## config.mk

```make
export PLATFORM = sky130hd
export DESIGN_NAME = ctx_switch_unit_flat
export DESIGN_NICKNAME = d
export VERILOG_FILES = /design/src/rtl/ctx_pkg.sv /design/src/rtl/ctx_switch_unit_if.sv /design/src/rtl/quantum_timer.sv /design/src/rtl/ctx_switch_unit.sv /design/src/flat_wrapper.sv
export SDC_FILE = /design/constraint.sdc
export NUM_CORES = 1
export LEC_CHECK = 0
export ABC_AREA = 1
export CORE_UTILIZATION = 45
export DETAILED_ROUTE_END_ITERATION = 6
export GPL_TIMING_DRIVEN = 0
export PLACE_DENSITY_LB_ADDON = 0.25
export SYNTH_ARGS = -nofsm -noshare
export SYNTH_HDL_FRONTEND = slang
export SYNTH_HIERARCHICAL = 1
export SYNTH_SLANG_ARGS = --single-unit
```

## constraint.sdc

```tcl
create_clock -name clk -period 4.7 [get_ports clk]
set_input_delay 1.41 -clock clk [delete_from_list [all_inputs] [get_ports clk]]
set_output_delay 1.41 -clock clk [all_outputs]
set_load 0.005 [all_outputs]
```

## src/rtl/ctx_pkg.sv

```systemverilog
// Shared types and constants for the context-switch unit: FSM state encoding,
// process-slot defaults and the selector packing helper.
package ctx_pkg;

    localparam int NUM_PROC_DEF = 11;
    localparam int PID_W        = 4;
    localparam int DATA_W       = 32;

    typedef enum logic [2:0] {
        ST_IDLE  = 3'd0,
        ST_SEL   = 3'd1,
        ST_BASE  = 3'd2,
        ST_ENTER = 3'd3,
        ST_RUN   = 3'd4,
        ST_EXIT  = 3'd5
    } state_e;

    function automatic logic [DATA_W-1:0] pid_to_sel(input logic [PID_W-1:0] pid);
        return {{(DATA_W-PID_W){1'b0}}, pid};
    endfunction

endpackage

```

## src/rtl/ctx_switch_unit_if.sv

```systemverilog
// Kernel-side request bus and MMU/mode-control outputs of the context-switch unit.
interface ctx_switch_unit_if #(
    parameter int QW = 16
);
    import ctx_pkg::*;

    logic                req;
    logic [PID_W-1:0]    pid;
    logic [DATA_W-1:0]   base;
    logic                load_base;
    logic [QW-1:0]       quantum;
    logic                inta;
    logic                sys_exit;

    logic [DATA_W-1:0]   sel;
    logic [DATA_W-1:0]   offset;
    logic                we_sel;
    logic                we_addr;
    logic                userMode;
    logic                kernelMode;
    logic                busy;
    logic                ack;
    logic                err;
    logic                preempt;
    logic [PID_W-1:0]    cur_pid;

    modport master (
        output req, pid, base, load_base, quantum, inta, sys_exit,
        input  sel, offset, we_sel, we_addr, userMode, kernelMode,
               busy, ack, err, preempt, cur_pid
    );

    modport slave (
        input  req, pid, base, load_base, quantum, inta, sys_exit,
        output sel, offset, we_sel, we_addr, userMode, kernelMode,
               busy, ack, err, preempt, cur_pid
    );

endinterface

```

## src/rtl/quantum_timer.sv

```systemverilog
// Time-slice down-counter: loads a quantum, decrements while enabled and
// saturates at zero; expired_o flags the cycle in which it steps 1 -> 0.
module quantum_timer #(
    parameter int QW = 16
) (
    input  logic          clk,
    input  logic          reset,
    input  logic          load_i,
    input  logic          enable_i,
    input  logic [QW-1:0] quantum_i,
    output logic          expired_o
);

    logic [QW-1:0] count_q;
    logic [QW-1:0] count_d;

    // Next count: load has priority, then saturating decrement
    always_comb begin
        count_d = count_q;
        if (load_i) begin
            count_d = quantum_i;
        end else if (enable_i && (count_q != {QW{1'b0}})) begin
            count_d = count_q - QW'(1);
        end else begin
            count_d = count_q;
        end
    end

    // Counter register
    always_ff @(posedge clk) begin
        if (reset) begin
            count_q <= {QW{1'b0}};
        end else begin
            count_q <= count_d;
        end
    end

    assign expired_o = enable_i && (count_q == QW'(1));

endmodule

```

## src/rtl/ctx_switch_unit.sv

```systemverilog
// Context-switch sequencer: programs the MMU selector/base for a process slot,
// enters user mode, enforces the time quantum and returns control to the kernel.
module ctx_switch_unit
    import ctx_pkg::*;
#(
    parameter int NUM_PROC = NUM_PROC_DEF,
    parameter int QW       = 16
) (
    input  logic             clk,
    input  logic             reset,
    ctx_switch_unit_if.slave bus
);

    localparam logic [PID_W:0] PID_LIMIT = (PID_W+1)'(NUM_PROC);

    state_e              state_q, state_d;
    logic [PID_W-1:0]    cur_pid_q, cur_pid_d;
    logic [DATA_W-1:0]   base_q, base_d;
    logic                load_base_q, load_base_d;
    logic [QW-1:0]       quantum_q, quantum_d;
    logic [DATA_W-1:0]   sel_q, sel_d;
    logic [DATA_W-1:0]   offset_q, offset_d;
    logic                we_sel_q, we_sel_d;
    logic                we_addr_q, we_addr_d;
    logic                user_mode_q, user_mode_d;
    logic                kernel_mode_q, kernel_mode_d;
    logic                busy_q, busy_d;
    logic                err_q, err_d;
    logic                preempt_q, preempt_d;

    logic                accept_s;
    logic                reject_s;
    logic                exit_s;
    logic                timer_load_s;
    logic                timer_en_s;
    logic                timer_expired_s;

    assign timer_load_s = (state_q == ST_ENTER);
    assign timer_en_s   = (state_q == ST_RUN);

    quantum_timer #(
        .QW (QW)
    ) u_timer (
        .clk       (clk),
        .reset     (reset),
        .load_i    (timer_load_s),
        .enable_i  (timer_en_s),
        .quantum_i (quantum_q),
        .expired_o (timer_expired_s)
    );

    // Next state plus next values of every output register
    always_comb begin
        state_d  = state_q;
        accept_s = 1'b0;
        reject_s = 1'b0;
        exit_s   = 1'b0;
        case (state_q)
            ST_IDLE: begin
                if (bus.req) begin
                    if ({1'b0, bus.pid} < PID_LIMIT) begin
                        accept_s = 1'b1;
                        state_d  = ST_SEL;
                    end else begin
                        reject_s = 1'b1;
                    end
                end else begin
                    state_d = ST_IDLE;
                end
            end
            ST_SEL: begin
                if (load_base_q) begin
                    state_d = ST_BASE;
                end else begin
                    state_d = ST_ENTER;
                end
            end
            ST_BASE:  state_d = ST_ENTER;
            ST_ENTER: state_d = ST_RUN;
            ST_RUN: begin
                if (bus.inta || bus.sys_exit) begin
                    exit_s  = 1'b1;
                    state_d = ST_EXIT;
                end else begin
                    state_d = ST_RUN;
                end
            end
            ST_EXIT:  state_d = ST_IDLE;
            default:  state_d = ST_IDLE;
        endcase

        if (accept_s) begin
            cur_pid_d   = bus.pid;
            base_d      = bus.base;
            load_base_d = bus.load_base;
            quantum_d   = bus.quantum;
            sel_d       = pid_to_sel(bus.pid);
        end else begin
            cur_pid_d   = cur_pid_q;
            base_d      = base_q;
            load_base_d = load_base_q;
            quantum_d   = quantum_q;
            sel_d       = sel_q;
        end

        if (state_d == ST_BASE) begin
            offset_d = base_q;
        end else begin
            offset_d = offset_q;
        end

        // Leaving RUN beats a simultaneous expiry, so preempt never rises then
        if (exit_s) begin
            preempt_d = 1'b0;
        end else if (timer_expired_s) begin
            preempt_d = 1'b1;
        end else begin
            preempt_d = preempt_q;
        end

        we_sel_d      = (state_d == ST_SEL);
        we_addr_d     = (state_d == ST_BASE);
        user_mode_d   = (state_d == ST_ENTER);
        kernel_mode_d = (state_d == ST_EXIT);
        busy_d        = (state_d != ST_IDLE);
        err_d         = reject_s;
    end

    // State and output registers
    always_ff @(posedge clk) begin
        if (reset) begin
            state_q       <= ST_IDLE;
            cur_pid_q     <= {PID_W{1'b0}};
            base_q        <= {DATA_W{1'b0}};
            load_base_q   <= 1'b0;
            quantum_q     <= {QW{1'b0}};
            sel_q         <= {DATA_W{1'b0}};
            offset_q      <= {DATA_W{1'b0}};
            we_sel_q      <= 1'b0;
            we_addr_q     <= 1'b0;
            user_mode_q   <= 1'b0;
            kernel_mode_q <= 1'b0;
            busy_q        <= 1'b0;
            err_q         <= 1'b0;
            preempt_q     <= 1'b0;
        end else begin
            state_q       <= state_d;
            cur_pid_q     <= cur_pid_d;
            base_q        <= base_d;
            load_base_q   <= load_base_d;
            quantum_q     <= quantum_d;
            sel_q         <= sel_d;
            offset_q      <= offset_d;
            we_sel_q      <= we_sel_d;
            we_addr_q     <= we_addr_d;
            user_mode_q   <= user_mode_d;
            kernel_mode_q <= kernel_mode_d;
            busy_q        <= busy_d;
            err_q         <= err_d;
            preempt_q     <= preempt_d;
        end
    end

    assign bus.sel        = sel_q;
    assign bus.offset     = offset_q;
    assign bus.we_sel     = we_sel_q;
    assign bus.we_addr    = we_addr_q;
    assign bus.userMode   = user_mode_q;
    assign bus.kernelMode = kernel_mode_q;
    assign bus.busy       = busy_q;
    assign bus.ack        = user_mode_q;
    assign bus.err        = err_q;
    assign bus.preempt    = preempt_q;
    assign bus.cur_pid    = cur_pid_q;

endmodule

```

## src/flat_wrapper.sv

```systemverilog
// flat-port wrapper written by rule: the top's interface ports become plain ports
module ctx_switch_unit_flat import ctx_pkg::*;
#(
    parameter int NUM_PROC = NUM_PROC_DEF,
    parameter int QW       = 16
)
  (clk, reset, bus_req, bus_pid, bus_base, bus_load_base, bus_quantum, bus_inta, bus_sys_exit, bus_sel, bus_offset, bus_we_sel, bus_we_addr, bus_userMode, bus_kernelMode, bus_busy, bus_ack, bus_err, bus_preempt, bus_cur_pid);
  ctx_switch_unit_if #(.QW(QW)) bus_i ();
  input  logic clk;
  input  logic reset;
  input wire logic [$bits(bus_i.req)-1:0] bus_req;
  input wire logic [$bits(bus_i.pid)-1:0] bus_pid;
  input wire logic [$bits(bus_i.base)-1:0] bus_base;
  input wire logic [$bits(bus_i.load_base)-1:0] bus_load_base;
  input wire logic [$bits(bus_i.quantum)-1:0] bus_quantum;
  input wire logic [$bits(bus_i.inta)-1:0] bus_inta;
  input wire logic [$bits(bus_i.sys_exit)-1:0] bus_sys_exit;
  output wire logic [$bits(bus_i.sel)-1:0] bus_sel;
  output wire logic [$bits(bus_i.offset)-1:0] bus_offset;
  output wire logic [$bits(bus_i.we_sel)-1:0] bus_we_sel;
  output wire logic [$bits(bus_i.we_addr)-1:0] bus_we_addr;
  output wire logic [$bits(bus_i.userMode)-1:0] bus_userMode;
  output wire logic [$bits(bus_i.kernelMode)-1:0] bus_kernelMode;
  output wire logic [$bits(bus_i.busy)-1:0] bus_busy;
  output wire logic [$bits(bus_i.ack)-1:0] bus_ack;
  output wire logic [$bits(bus_i.err)-1:0] bus_err;
  output wire logic [$bits(bus_i.preempt)-1:0] bus_preempt;
  output wire logic [$bits(bus_i.cur_pid)-1:0] bus_cur_pid;
  assign bus_i.req = bus_req;
  assign bus_i.pid = bus_pid;
  assign bus_i.base = bus_base;
  assign bus_i.load_base = bus_load_base;
  assign bus_i.quantum = bus_quantum;
  assign bus_i.inta = bus_inta;
  assign bus_i.sys_exit = bus_sys_exit;
  assign bus_sel = bus_i.sel;
  assign bus_offset = bus_i.offset;
  assign bus_we_sel = bus_i.we_sel;
  assign bus_we_addr = bus_i.we_addr;
  assign bus_userMode = bus_i.userMode;
  assign bus_kernelMode = bus_i.kernelMode;
  assign bus_busy = bus_i.busy;
  assign bus_ack = bus_i.ack;
  assign bus_err = bus_i.err;
  assign bus_preempt = bus_i.preempt;
  assign bus_cur_pid = bus_i.cur_pid;
  ctx_switch_unit #(.NUM_PROC(NUM_PROC), .QW(QW)) u_core (.clk(clk), .reset(reset), .bus(bus_i));
endmodule
```

; ---- Yosys cells after proc, flatten, opt, wreduce, memory -nomap -nowiden
; Index checks and enable logic that the tools add are counted.
[word_totals]
register_bits = 111
mem_count = 0
inputBits = 58
latchBits = 0
romBits = 0
wordCells = 49
ramBits = 0
output_inout_bits = 76
[op_classes]
add_sub_neg = 1
reduce_logical = 9
eq_ne = 9
shift = 0
n_mul = 0
n_div = 0
bitwise_logic = 2
order_cmp = 1
mux = 13
[ops]
columns = cell, count
row1 = $mux 16, 2
row2 = $eq 16x1->1 const B, 1
row3 = $reduce_bool 16->1, 1
row4 = $sub 16x1->16 const B, 1
row5 = $pmux 3 s5, 1
row6 = $eq 3x2->1 const B, 4
row7 = $mux 1, 8
row8 = $eq 3x1->1 const B, 2
row9 = $eq 3x3->1 const B, 2
row10 = $mux 3, 2
row11 = $lt 4x4->1 const B, 1
row12 = $logic_not 3->1, 1
row13 = $reduce_bool 3->1, 1
row14 = $reduce_or 3->1, 1
row15 = $logic_and 1x1->1, 2
row16 = $not 1->1, 2
row17 = $reduce_bool 2->1, 1
row18 = $reduce_or 2->1, 1
row19 = $logic_or 1x1->1, 1

; ---- Logic depth before layout (Yosys ltp)
[logic_depth]
depth_word = 5
ltp_mapped = 10

; ---- Hierarchy
; The synthesis kept the hierarchy.
[modules_own_cells]
columns = mod, seq_area_each_um2, area_per_inst_um2, instances, cells_each
row1 = ctx_switch_unit, 1901.8, 4156.5, 1, 560
row2 = quantum_timer, 320.3, 1188.6, 1, 211

; ---- Worst setup path after synthesis
; Ideal clock, no wire load.
[synth_path]
path_kind = in2reg
startpoint = in bus_req
endpoint = reg u_core.quantum_q[10]
setup_time_ns = 0.116
slack_ns = 2.450
arrival_ns = 2.135
path_buffers = 2
cell_stages = 7
path_cell_list = nand2_1 -> nor2_1 -> nand2_2 -> buf_6 -> buf_4 -> o21ai_0 -> nor2_1
[synth_between]
elab_chain_cells = 2
[synth_lines]
columns = item, line
row1 = start: declaration, flat_wrapper.sv:11  ; input wire logic [$bits(bus_i.req)-1:0] bus_req;
row2 = $mux 1, ctx_switch_unit.sv:60  ; if (bus.req) begin
row3 = $mux 1, ctx_switch_unit.sv:58  ; case (state_q)
row4 = end signal: assignment, ctx_switch_unit.sv:136  ; quantum_q <= {QW{1'b0}};
row5 = end signal: assignment, ctx_switch_unit.sv:151  ; quantum_q <= quantum_d;
row6 = end: declaration, ctx_switch_unit.sv:20  ; logic [QW-1:0] quantum_q, quantum_d;
; No other way between the ends.
; A chain may end at the register's enable or synchronous reset.

==> results.md <==
- The number of hold buffers added after cts is 0.
- The switching portion of total power is 34.4%.
- The maximum frequency from static timing analysis is approximately 0.35 GHz.
- The via count of the first global-routing pass is between 4,000 and 5,000.
- The relative contribution of combinational cells to total power is 34.7%.
- The internal power of the cells totals around 1.9 mW.
- The category of the most critical setup path is input pin to register.
- Registers are responsible for around two fifths of the overall power.
- The via count is about 4,800.
- For this block, the initial DRC count from the detailed router was 263.
- The cell area that synthesis handed to floorplanning was between 5000 and 6000 um2.
- Setup violations remaining at the end of the flow were counted as 0.
- Counting along the longest clock path gives a buffer depth of 2.
- The count of standard-cell rows is 39.
- Routability-driven placement finished with a final weighted congestion of 0.927.
- In the synthesized netlist the async set-or-reset flop fraction comes to 0%.
- Setup repair after global routing left no endpoint under its margin.
- For the worst setup path, the data arrival time is 3.13 ns.
- The post-route cell area is approximately 7000 um2.
- The maximum fanout encountered on the critical timing path is 10.
- The post-route clock skew is about 0.010 ns.
- The number of storage elements in the synthesis netlist is ~110.
- The first global-routing pass estimated approximately 21,000 um of wire.
- The clock-pin transition on the worst setup and hold timing paths is roughly 0.08 ns.
- The die area is ~12,000 um2.
- The post-layout minimum cycle time is 2.83 ns.
- Relative to the synthesized area, the layout overhead comes to 30.4%.
- Entering global routing, the biggest net connects 19 pins.
- The later-pin clock latency in the skew report is 0.35 ns.
- The checks that failed: DRC.
- The worst setup path is launched from an input pin.
- The sink count of the clock tree is between 100 and 150.
- In this run, CTS created clock tree buffers numbering 9.
- By area, the combinational part of the netlist is dominated by simple AND/OR/NAND/NOR gates.
- The post-synthesis cell count is approximately 770.
- Buffers added to address setup during post-CTS repair amount to 0.
- In the routed design, unresolved DRC markers number 6.
- The nature of the critical path endpoint is a register.
- The tool flagged a number of max-cap violations equal to 0.
- The number of I/O pins is roughly 130.
- The total count of hold-check failures in the final report came to 0.
- For this run, the number of Yosys warnings is 6.
- The residual antenna-violating net count after detailed routing is 0.
- Gates resized during post-CTS repair numbered 0.
- The tightest min-delay check is of the register to register type.
- In this run the horizontal extent of the chip is 111 um.
- Detailed placement ended at an HPWL of between 9000 and 10,000 um.
- The worst relative slew slack is 62.7%.
- The predominant post-synthesis flop cell is sky130_fd_sc_hd__dfxtp_1.
- The XOR/XNOR share of the synthesized area is less than 1%.
- The switching power summed over all nets is approximately 1 mW.
- The per-instance average area after synthesis is around 6.9 um2.
- The final period utilization is between 60% and 70%.
- The largest vdd supply drop is 0.000359 V.
- The register area share after synthesis is approximately two fifths.
- The height of the die is approximately 110 um.
- The via density per instance is between 4 and 5.
- The number of enable flip-flop cells after synthesis is 0.
- The utilization of the core after routing is between 60% and 70%.
- The total length of routed wires is about 13,000 um.
- Counting distinct cell types in the post-synthesis netlist gives 30.
- The portion of total power attributed to the clock network is 26.0%.
- In this run the number of H-tree levels came out at 3.
- For the pin with the worst max-slew slack, the measured transition is roughly 0.56 ns.
- The placed instances occupy a cell area of 6680 um2.
- The overall overflow remaining after global route is 0.
- The analysis attributes to cell leakage a power of 3.22 nW.
- The aggregate negative setup slack is 0 ns.
- Of the cells placed in the final design, the portion with a size suffix greater than 1 is 12.2%.
- Input and output buffers added on the ports amount to 105.
- The clock tree from TritonCTS is built.
- The required time at the worst-slack endpoint is 5.00 ns.
- The share of synthesized cell area in full adder, half adder and majority cells is less than 1%.
- On the final layout, the worst hold slack is roughly 0.46 ns.
- For this design the ratio of total power to cell area is slightly above 400 nW/um2.
- The filler cells instantiated in the layout total about 1,100.
- The sum of internal, switching and leakage power is roughly 2.9 mW.
- The area share of and/or/nand/nor cells after synthesis is between 20 and 30%.
- The total global-route track usage is between 20% and 30%.
- Before antenna repair, the detailed router went through 6 iterations.
- The number of max-slew violations in the final report was 0.
- The total area inside the core boundary comes to about 12,000 um2.
- The cell sitting at the root of the clock tree is a sky130_fd_sc_hd__clkbuf_16.
- The starting utilization of the core area is ~46%.
- At the end of the flow, the number of nets in the layout was slightly below 1,000.
- The diode insertion count for antenna repair is 0.
- The initial antenna violation count came to 0.
- Measured against the total synthesized area, the mux share comes to 0%.
- The flow ran to the end, but the final reports show violations.
- Summing the areas of all compound-gate instances in the mapped netlist gives between 10% and 20% of the synthesized area.
- After detailed routing, the average wire length per cell comes to around 12 um.
## cells in the mapped netlist (2+ instances only)
cell                       number  area share (%)
sky130_fd_sc_hd__nand2_1      130             9.1
sky130_fd_sc_hd__inv_1        128             9.0
sky130_fd_sc_hd__nor2_1       126             8.8
sky130_fd_sc_hd__dfxtp_1      111              42
sky130_fd_sc_hd__o21ai_0       52             4.9
sky130_fd_sc_hd__a21oi_1       37             3.5
sky130_fd_sc_hd__buf_4         37             5.2
sky130_fd_sc_hd__nand4_1       34             4.0
sky130_fd_sc_hd__nor2_2        21             2.5
sky130_fd_sc_hd__nand3_1       20             1.9
sky130_fd_sc_hd__o21ai_1       15             1.4
sky130_fd_sc_hd__buf_2         13             1.2
sky130_fd_sc_hd__buf_6         11             2.3
sky130_fd_sc_hd__clkbuf_1       7            0.49
sky130_fd_sc_hd__inv_2          5            0.35
sky130_fd_sc_hd__nand2_2        3            0.35
sky130_fd_sc_hd__xor2_1         3            0.49
sky130_fd_sc_hd__buf_1          2            0.14
sky130_fd_sc_hd__ha_1           2            0.47
sky130_fd_sc_hd__nand2_4        2            0.42
sky130_fd_sc_hd__or2_2          2            0.23
sky130_fd_sc_hd__xnor2_1        2            0.33
## cells in the final DEF (no fill, tap or decap), types with 15 or more instances in the layout
cell / count
sky130_fd_sc_hd__nor2_1: 126
sky130_fd_sc_hd__nor2_2: 21
sky130_fd_sc_hd__inv_1: 128
sky130_fd_sc_hd__dfxtp_1: 111
sky130_fd_sc_hd__a21oi_1: 37
sky130_fd_sc_hd__buf_4: 37
sky130_fd_sc_hd__nand4_1: 34
sky130_fd_sc_hd__clkdlybuf4s50_1: 105
sky130_fd_sc_hd__conb_1: 28
sky130_fd_sc_hd__nand2_1: 130
sky130_fd_sc_hd__nand3_1: 20
sky130_fd_sc_hd__o21ai_1: 15
sky130_fd_sc_hd__o21ai_0: 52
## registers in the layout, summed over array words and instances (netlist names)
signal                  flops
u_core/base_q              32
u_core/bus.ack              1
u_core/bus.busy             1
u_core/bus.err              1
u_core/bus.kernelMode       1
u_core/bus.offset          32
u_core/bus.preempt          1
u_core/bus.sel              4
u_core/bus.we_addr          1
u_core/bus.we_sel           1
u_core/load_base_q          1
u_core/quantum_q           16
u_core/state_q              3
u_core/u_timer/count_q     16
## critical path, stage by stage
cell	delay [ns]
sky130_fd_sc_hd__clkdlybuf4s50_1	0.59
sky130_fd_sc_hd__inv_1	0.28
sky130_fd_sc_hd__clkbuf_1	0.37
sky130_fd_sc_hd__buf_2	0.29
sky130_fd_sc_hd__nand2_1	0.10
sky130_fd_sc_hd__nor2_2	0.09
## final cells by class
class	count	area [um2]	share of cell area, %
Inverter	133	499	7.16
Buffer	70	500	7.18
Clock inverter	4	36.3	0.521
Timing Repair Buffer	105	1050	15.1
Clock buffer	12	256	3.68
Sequential cell	111	2220	31.9
Tap cell	143	179	2.57
Multi-Input combinational cell	484	2220	31.9
## metrics by stage
step / std cells / worst slack [ns]
2_1_floorplan: 798 / 2.45
3_3_place_gp: 1046 / 1.48
4_1_cts: 1062 / 1.85
6_report: 1062 / 1.87
3_5_place_dp: 1046 / 1.47
5_1_grt: 1062 / 1.75
## layer usage
metal	part of all wire (%)	routed length (um)	vias to the layer above	track usage, %
met4	1.2	144	0	6.12
met2	47	5910	93	36.4
met5	0	0	-	0
li1	-	-	2591	-
met1	46	5810	2097	26.9
met3	5.1	637	13	6.34
## power by group through the flow
stage	clock network, mW	registers [mW]	logic (mW)
final	0.751	1.13	1.00
after detailed placement	0	1.16	1.00
after global routing	0.816	1.15	1.15
after global placement	0	1.15	0.989
after floorplan	0	1.14	0.722
after CTS	0.770	1.14	1.01
## logic make-up (layout without fill, tap and decap cells)
family / Yosys count / in the layout
simple gates: 343 / 343
xor+xnor: 5 / 5
fa+ha+maj: 2 / 2
buf+inv: 203 / 324
other cells: 1 / 28
compound gates: 106 / 106
flops: 111 / 111
## worst paths after layout
path	startpoint	to	cells past startpoint	slack, ns
setup / recovery	reset	u_core/bus.offset[17]	6	1.87
hold / removal	u_core/base_q[5]	u_core/base_q[5]	2	0.46
setup reg to reg	u_core/state_q[1]	u_core/u_timer/count_q[11]	8	2.78
hold reg to reg	u_core/base_q[5]	u_core/base_q[5]	2	0.46
(Power assumes the default switching activity.)
